### src/rtl/cache_refill_if.sv
// Bus bundle for the cache line-refill engine.
//   miss side  : miss_req, miss_addr (from cache controller); busy, done back
//   RAM side   : ram_rd, ram_addr out; ram_ack, ram_data in
//   array side : cache_wr, cache_line, cache_blk, cache_din, tag_wr, tag_out
// master = refill engine, slave = surrounding cache controller / RAM / arrays.
interface cache_refill_if;
   logic        miss_req;
   logic [10:0] miss_addr;
   logic        busy;
   logic        done;
   logic        ram_rd;
   logic [10:0] ram_addr;
   logic        ram_ack;
   logic [7:0]  ram_data;
   logic        cache_wr;
   logic [1:0]  cache_line;
   logic [2:0]  cache_blk;
   logic [7:0]  cache_din;
   logic        tag_wr;
   logic [5:0]  tag_out;

   modport master (
      input  miss_req, miss_addr, ram_ack, ram_data,
      output busy, done, ram_rd, ram_addr,
             cache_wr, cache_line, cache_blk, cache_din, tag_wr, tag_out
   );

   modport slave (
      output miss_req, miss_addr, ram_ack, ram_data,
      input  busy, done, ram_rd, ram_addr,
             cache_wr, cache_line, cache_blk, cache_din, tag_wr, tag_out
   );
endinterface

### src/rtl/cache_refill.sv
// Line-refill engine for a 4-line, 8-byte-block, read-only direct-mapped cache.
// On a miss it reads the 8 bytes of the block from RAM (req/ack handshake),
// writes each into the data array, then strobes the tag/valid write and done.
// Address layout: tag[10:5], line[4:3], blk[2:0].
// Ports: clk, reset (synchronous, active high), bus (cache_refill_if.master).
// Build option: CACHE_REFILL_CRIT_FIRST_EN -- when defined, the fetch starts
// at the missing byte and wraps; otherwise it always starts at byte 0.
//
// state    | meaning
// ---------+--------------------------------------------------
// ST_IDLE  | waiting for miss_req
// ST_REQ   | ram_rd high, waiting for ram_ack
// ST_WRITE | one-cycle data-array write of the fetched byte
// ST_DONE  | one-cycle done + tag write
module cache_refill (
   input  logic          clk,
   input  logic          reset,
   cache_refill_if.master bus
);
   typedef enum logic [1:0] {ST_IDLE, ST_REQ, ST_WRITE, ST_DONE} state_t;

   state_t      state_q, state_d;
   logic [5:0]  tag_q,   tag_d;
   logic [1:0]  line_q,  line_d;
   logic [2:0]  cnt_q,   cnt_d;
   logic [3:0]  word_q,  word_d;
   logic [7:0]  din_q,   din_d;
   logic [2:0]  start_idx;

`ifdef CACHE_REFILL_CRIT_FIRST_EN
   assign start_idx = bus.miss_addr[2:0];
`else
   assign start_idx = 3'd0;
`endif

   always_ff @(posedge clk) begin
      if (reset) begin
         state_q <= ST_IDLE;
         tag_q   <= '0;
         line_q  <= '0;
         cnt_q   <= '0;
         word_q  <= '0;
         din_q   <= '0;
      end else begin
         state_q <= state_d;
         tag_q   <= tag_d;
         line_q  <= line_d;
         cnt_q   <= cnt_d;
         word_q  <= word_d;
         din_q   <= din_d;
      end
   end

   always_comb begin
      state_d = state_q;
      tag_d   = tag_q;
      line_d  = line_q;
      cnt_d   = cnt_q;
      word_d  = word_q;
      din_d   = din_q;
      case (state_q)
         ST_IDLE: begin
            if (bus.miss_req) begin
               tag_d   = bus.miss_addr[10:5];
               line_d  = bus.miss_addr[4:3];
               cnt_d   = start_idx;
               word_d  = '0;
               state_d = ST_REQ;
            end
         end
         ST_REQ: begin
            if (bus.ram_ack) begin
               din_d   = bus.ram_data;
               state_d = ST_WRITE;
            end
         end
         ST_WRITE: begin
            // cnt wraps 7 -> 0 naturally; word counter decides completion
            cnt_d   = cnt_q + 3'd1;
            word_d  = word_q + 4'd1;
            state_d = (word_q == 4'd7) ? ST_DONE : ST_REQ;
         end
         ST_DONE: state_d = ST_IDLE;
         default: state_d = ST_IDLE;
      endcase
   end

   assign bus.busy       = (state_q != ST_IDLE);
   assign bus.done       = (state_q == ST_DONE);
   assign bus.tag_wr     = (state_q == ST_DONE);
   assign bus.ram_rd     = (state_q == ST_REQ);
   assign bus.cache_wr   = (state_q == ST_WRITE);
   assign bus.ram_addr   = {tag_q, line_q, cnt_q};
   assign bus.cache_line = line_q;
   assign bus.cache_blk  = cnt_q;
   assign bus.cache_din  = din_q;
   assign bus.tag_out    = tag_q;
endmodule
### src/flat_wrapper.sv
// flat-port wrapper written by rule: the top's interface ports become plain ports
module cache_refill_flat 
  (clk, reset, bus_miss_req, bus_miss_addr, bus_ram_ack, bus_ram_data, bus_busy, bus_done, bus_ram_rd, bus_ram_addr, bus_cache_wr, bus_cache_line, bus_cache_blk, bus_cache_din, bus_tag_wr, bus_tag_out);
  cache_refill_if bus_i ();
  input  logic clk;
  input  logic reset;
  input wire logic [$bits(bus_i.miss_req)-1:0] bus_miss_req;
  input wire logic [$bits(bus_i.miss_addr)-1:0] bus_miss_addr;
  input wire logic [$bits(bus_i.ram_ack)-1:0] bus_ram_ack;
  input wire logic [$bits(bus_i.ram_data)-1:0] bus_ram_data;
  output wire logic [$bits(bus_i.busy)-1:0] bus_busy;
  output wire logic [$bits(bus_i.done)-1:0] bus_done;
  output wire logic [$bits(bus_i.ram_rd)-1:0] bus_ram_rd;
  output wire logic [$bits(bus_i.ram_addr)-1:0] bus_ram_addr;
  output wire logic [$bits(bus_i.cache_wr)-1:0] bus_cache_wr;
  output wire logic [$bits(bus_i.cache_line)-1:0] bus_cache_line;
  output wire logic [$bits(bus_i.cache_blk)-1:0] bus_cache_blk;
  output wire logic [$bits(bus_i.cache_din)-1:0] bus_cache_din;
  output wire logic [$bits(bus_i.tag_wr)-1:0] bus_tag_wr;
  output wire logic [$bits(bus_i.tag_out)-1:0] bus_tag_out;
  assign bus_i.miss_req = bus_miss_req;
  assign bus_i.miss_addr = bus_miss_addr;
  assign bus_i.ram_ack = bus_ram_ack;
  assign bus_i.ram_data = bus_ram_data;
  assign bus_busy = bus_i.busy;
  assign bus_done = bus_i.done;
  assign bus_ram_rd = bus_i.ram_rd;
  assign bus_ram_addr = bus_i.ram_addr;
  assign bus_cache_wr = bus_i.cache_wr;
  assign bus_cache_line = bus_i.cache_line;
  assign bus_cache_blk = bus_i.cache_blk;
  assign bus_cache_din = bus_i.cache_din;
  assign bus_tag_wr = bus_i.tag_wr;
  assign bus_tag_out = bus_i.tag_out;
  cache_refill u_core (.clk(clk), .reset(reset), .bus(bus_i));
endmodule
### config.mk
export PLATFORM = sky130hd
export DESIGN_NAME = cache_refill_flat
export DESIGN_NICKNAME = d
export VERILOG_FILES = /design/src/rtl/cache_refill_if.sv /design/src/rtl/cache_refill.sv /design/src/flat_wrapper.sv
export SDC_FILE = /design/constraint.sdc
export NUM_CORES = 1
export LEC_CHECK = 0
export CORE_MARGIN = 2
export CORE_UTILIZATION = 42
export CTS_CLUSTER_SIZE = 8
export DETAILED_ROUTE_END_ITERATION = 12
export PLACE_DENSITY_LB_ADDON = 0.15
export RECOVER_POWER = 100
export SYNTH_ARGS = -nofsm -noshare
export SYNTH_HDL_FRONTEND = slang
export SYNTH_SLANG_ARGS = --single-unit
### constraint.sdc
create_clock -name clk -period 3.9 [get_ports clk]
set_clock_uncertainty 0.1 [all_clocks]
set_input_delay 0.585 -clock clk [delete_from_list [all_inputs] [get_ports clk]]
set_output_delay 0.585 -clock clk [all_outputs]
set_load 0.005 [all_outputs]
==> reports/metrics.yaml <==
routing:
  ant_nets: 0
  drc_errors: 0
  firstDrtPassIters: 3
  drt-initial-drc-count: 8
  via_per_inst: 4.97
  wl_per_cell_um: 12.2
  wirelength_um: 2430
  via_count: 993
floorplan:
  num_rows: 18
  die_x_um: 55.7
  die_area_sq_mm: 0.00310
  initial_utilization_pct: 44.9
  core_area_sq_mm: 0.00250
  ios: 58
  die_y_um: 55.7
cells_and_area:
  area_growth_syn_to_layout_pct: 41.4
  final_layout_size_suffix_gt1_share_pct: 3.53
  n_antenna_cell: 0
  ff_latch_area_sq_um: 500
  multiInputGateArea_sq_um: 474
  fillers: 233
  fin_nets: 196
synthesis:
  synthAdderAreaFrac_pct: 2.23
  synth_top_family_by_area: "simple AND/OR/NAND/NOR gates"
  synthFlopType: "dfxtp_1"
  ys_seq_elements: 25
  syn_area_per_cell_sq_um: 8.50
  synth.area.mux_share_pct: 1.78
  post_synth_inst_count: 132
  synth_area_sq_mm: 0.00112
  synth_top_area_share_pct: 44.6
  synth.area.top_cells: "dfxtp_1 45%, nand2_1 9.0%, a21oi_1 8.9%"
  synthDistinctLibCells: 31
  synth-xor-area-share_pct: 0.780
  synth_top_cell_by_area: "dfxtp_1"
  ys.warnings.count: 0
  synth_edf_count: 0
  seq_area_frac_synth_pct: 44.6
  synthArstFlopShare_pct: 0
  synth_compound_area_share_pct: 12.5
  syn-num-nets: 157
  synthSimpleGateAreaFrac_pct: 25.0
global_routing:
  grt_max_degree: 26
  antenna_found_initial: 0
  grt_overflow: 0
  track_usage_pct: 15.5
  grt_pass1_wl_um: 3970
  grt_pass1_vias: 923
power_and_ir_drop:
  p_seq_share_pct: 58.4
  ir_worst_vdd_mv: 0.225
  swShare_pct: 24.4
  clock_power_share_pct: 23.4
  intPower_mw: 0.357
  power.density_mw_per_mm2: 297
  power_mw: 0.472
  share_comb_of_total_power_pct: 18.2
  leakage_nw: 0.660
  switchingPower_mw: 0.115
min_path:
  hold_path_class: "reg2reg"
  hold_depth: 2
flow_run:
  maxCapViolations: 0
clock_tree:
  cts_tree: "yes"
  clk_pin_slew_ns: 0.12
  clockRootBuffer: "clkbuf_4"
  cts_sinks: 25
  cts_hold_buf: 0
  worstSkewPairLatency_ns: 0.31
  clock_tree.buffer_depth: 2
  ctsResizeCount: 0
  cts_buffers: 3
  post_cts_buffers: 0
  cts_htree_levels: 1
sta:
  finalSetupViolations: 0
  fin_tns_setup_ns: 0
  hold_viol_final: 0
  rsz0062_at_grt: "false"
  slew_headroom_pct: 38.9
  drv_slew: 0
  holdWs_ns: 0.360
  finalCriticalPeriod_ns: 2.68
  tightestPinTransition_ns: 0.914
  fmax_mhz: 374
  finalCritPeriodShare_pct: 68.6
setup_path:
  cp-start-kind: "flop"
  cp_max_fo: 11
  worstPathArrival_ns: 1.99
  max_stage_delay_ns: 0.56
  slowest_stage: "dfxtp_1"
  cp.required_ns: 3.21
  worst-setup-path-type: "reg2out"
  endpoint_kind: "output pin"
  reg2regPathDepth: 4
  cp_cell_sequence: "or2b_2 > inv_1 > clkdlybuf4s50_1"
run_status:
  outcome: "complete, no violations"
placed_design:
  io_buffers: 54
  gp_congestion: 0.752
  dp_hpwl_um: 1830
-- worst max-delay path: cells and delay by family (launching register included) --
kind	cells	cell delay (ns)
and+or+nand+nor	1	0.36
buffers and inverters	2	0.77
DFF	1	0.56
-- power by group through the flow --
stage                     Combinational (mW)  Sequential [mW]  Clock [mW]
after CTS                             0.0945            0.276       0.115
after global placement                0.0926            0.281           0
after floorplan                       0.0484            0.279           0
final                                 0.0859            0.275       0.110
after global routing                  0.0936            0.278       0.125
after detailed placement              0.0941            0.282           0
-- metrics by stage --
step	instances	setup WS [ns]	cell area [sq um]	utilization, %
global route	200	1.10	1590	63.5
detailed placement	196	1.66	1560	62.4
global placement	196	1.69	1560	62.4
CTS	200	1.31	1590	63.5
finish	200	1.22	1590	63.5
floorplan	132	2.43	1120	-
-- worst paths after layout --
kind	startpoint	end	slack (ns)
max reg2reg	u_core.state_q[1]	u_core.word_q[3]	2.25
max	u_core.state_q[1]	bus_cache_wr	1.22
min	u_core.bus.cache_din[2]	u_core.bus.cache_din[2]	0.36
min reg2reg	u_core.bus.cache_din[2]	u_core.bus.cache_din[2]	0.36
-- metal layers --
metal / part of all wire [%] / vias up / GRT usage [%]
li1: - / 509 / -
met1: 44 / 449 / 19.3
met2: 48 / 31 / 26.4
met3: 6.1 / 4 / 3.26
met4: 1.3 / 0 / 5.23
met5: 0 / - / 0
-- cell type report --
type	instances	area share (%)
clock buffers	4	1.66
repair buffers	54	34.1
multi-input cells	85	29.9
inverters	2	0.473
well taps	30	2.37
flip-flops and latches	25	31.5
-- Yosys cell counts, types with 2 or more instances --
master and number:
buf_6 2, a21oi_1 20, ha_1 2, nand3b_1 4, clkbuf_1 3, and2_1 2, nor3_1 2, buf_4 13
nor2_1 2, nand2_1 27, nand3_1 10, dfxtp_1 25, mux2i_1 2
-- layout by cell type, fill, tap and decap left out, types with 2 or more instances in the layout --
cell type / n
clkdlybuf4s50_1: 18
mux2i_1: 2
nor2_1: 2
dfxtp_1: 25
nor3_1: 2
dlygate4sd3_1: 36
nand3_1: 10
nand3b_1: 4
inv_1: 2
a21oi_1: 20
ha_1: 2
nand2_1: 27
clkbuf_4: 3
-- registers in the layout (all words and copies together), names as in the netlist --
signal,count
u_core.bus.cache_din,8
u_core.bus.cache_blk,3
u_core.state_q,2
u_core.bus.cache_line,2
u_core.word_q,4
u_core.bus.tag_out,6
-- logic make-up after synthesis --
group / Yosys count
XOR/XNOR: 1
adder cells (fa/ha/maj): 2
buffers and inverters: 22
AND/OR/NAND/NOR: 55
AO/OA/AOI/OAI: 25
flip-flops: 25
multiplexers: 2
(Power assumes the default switching activity.)
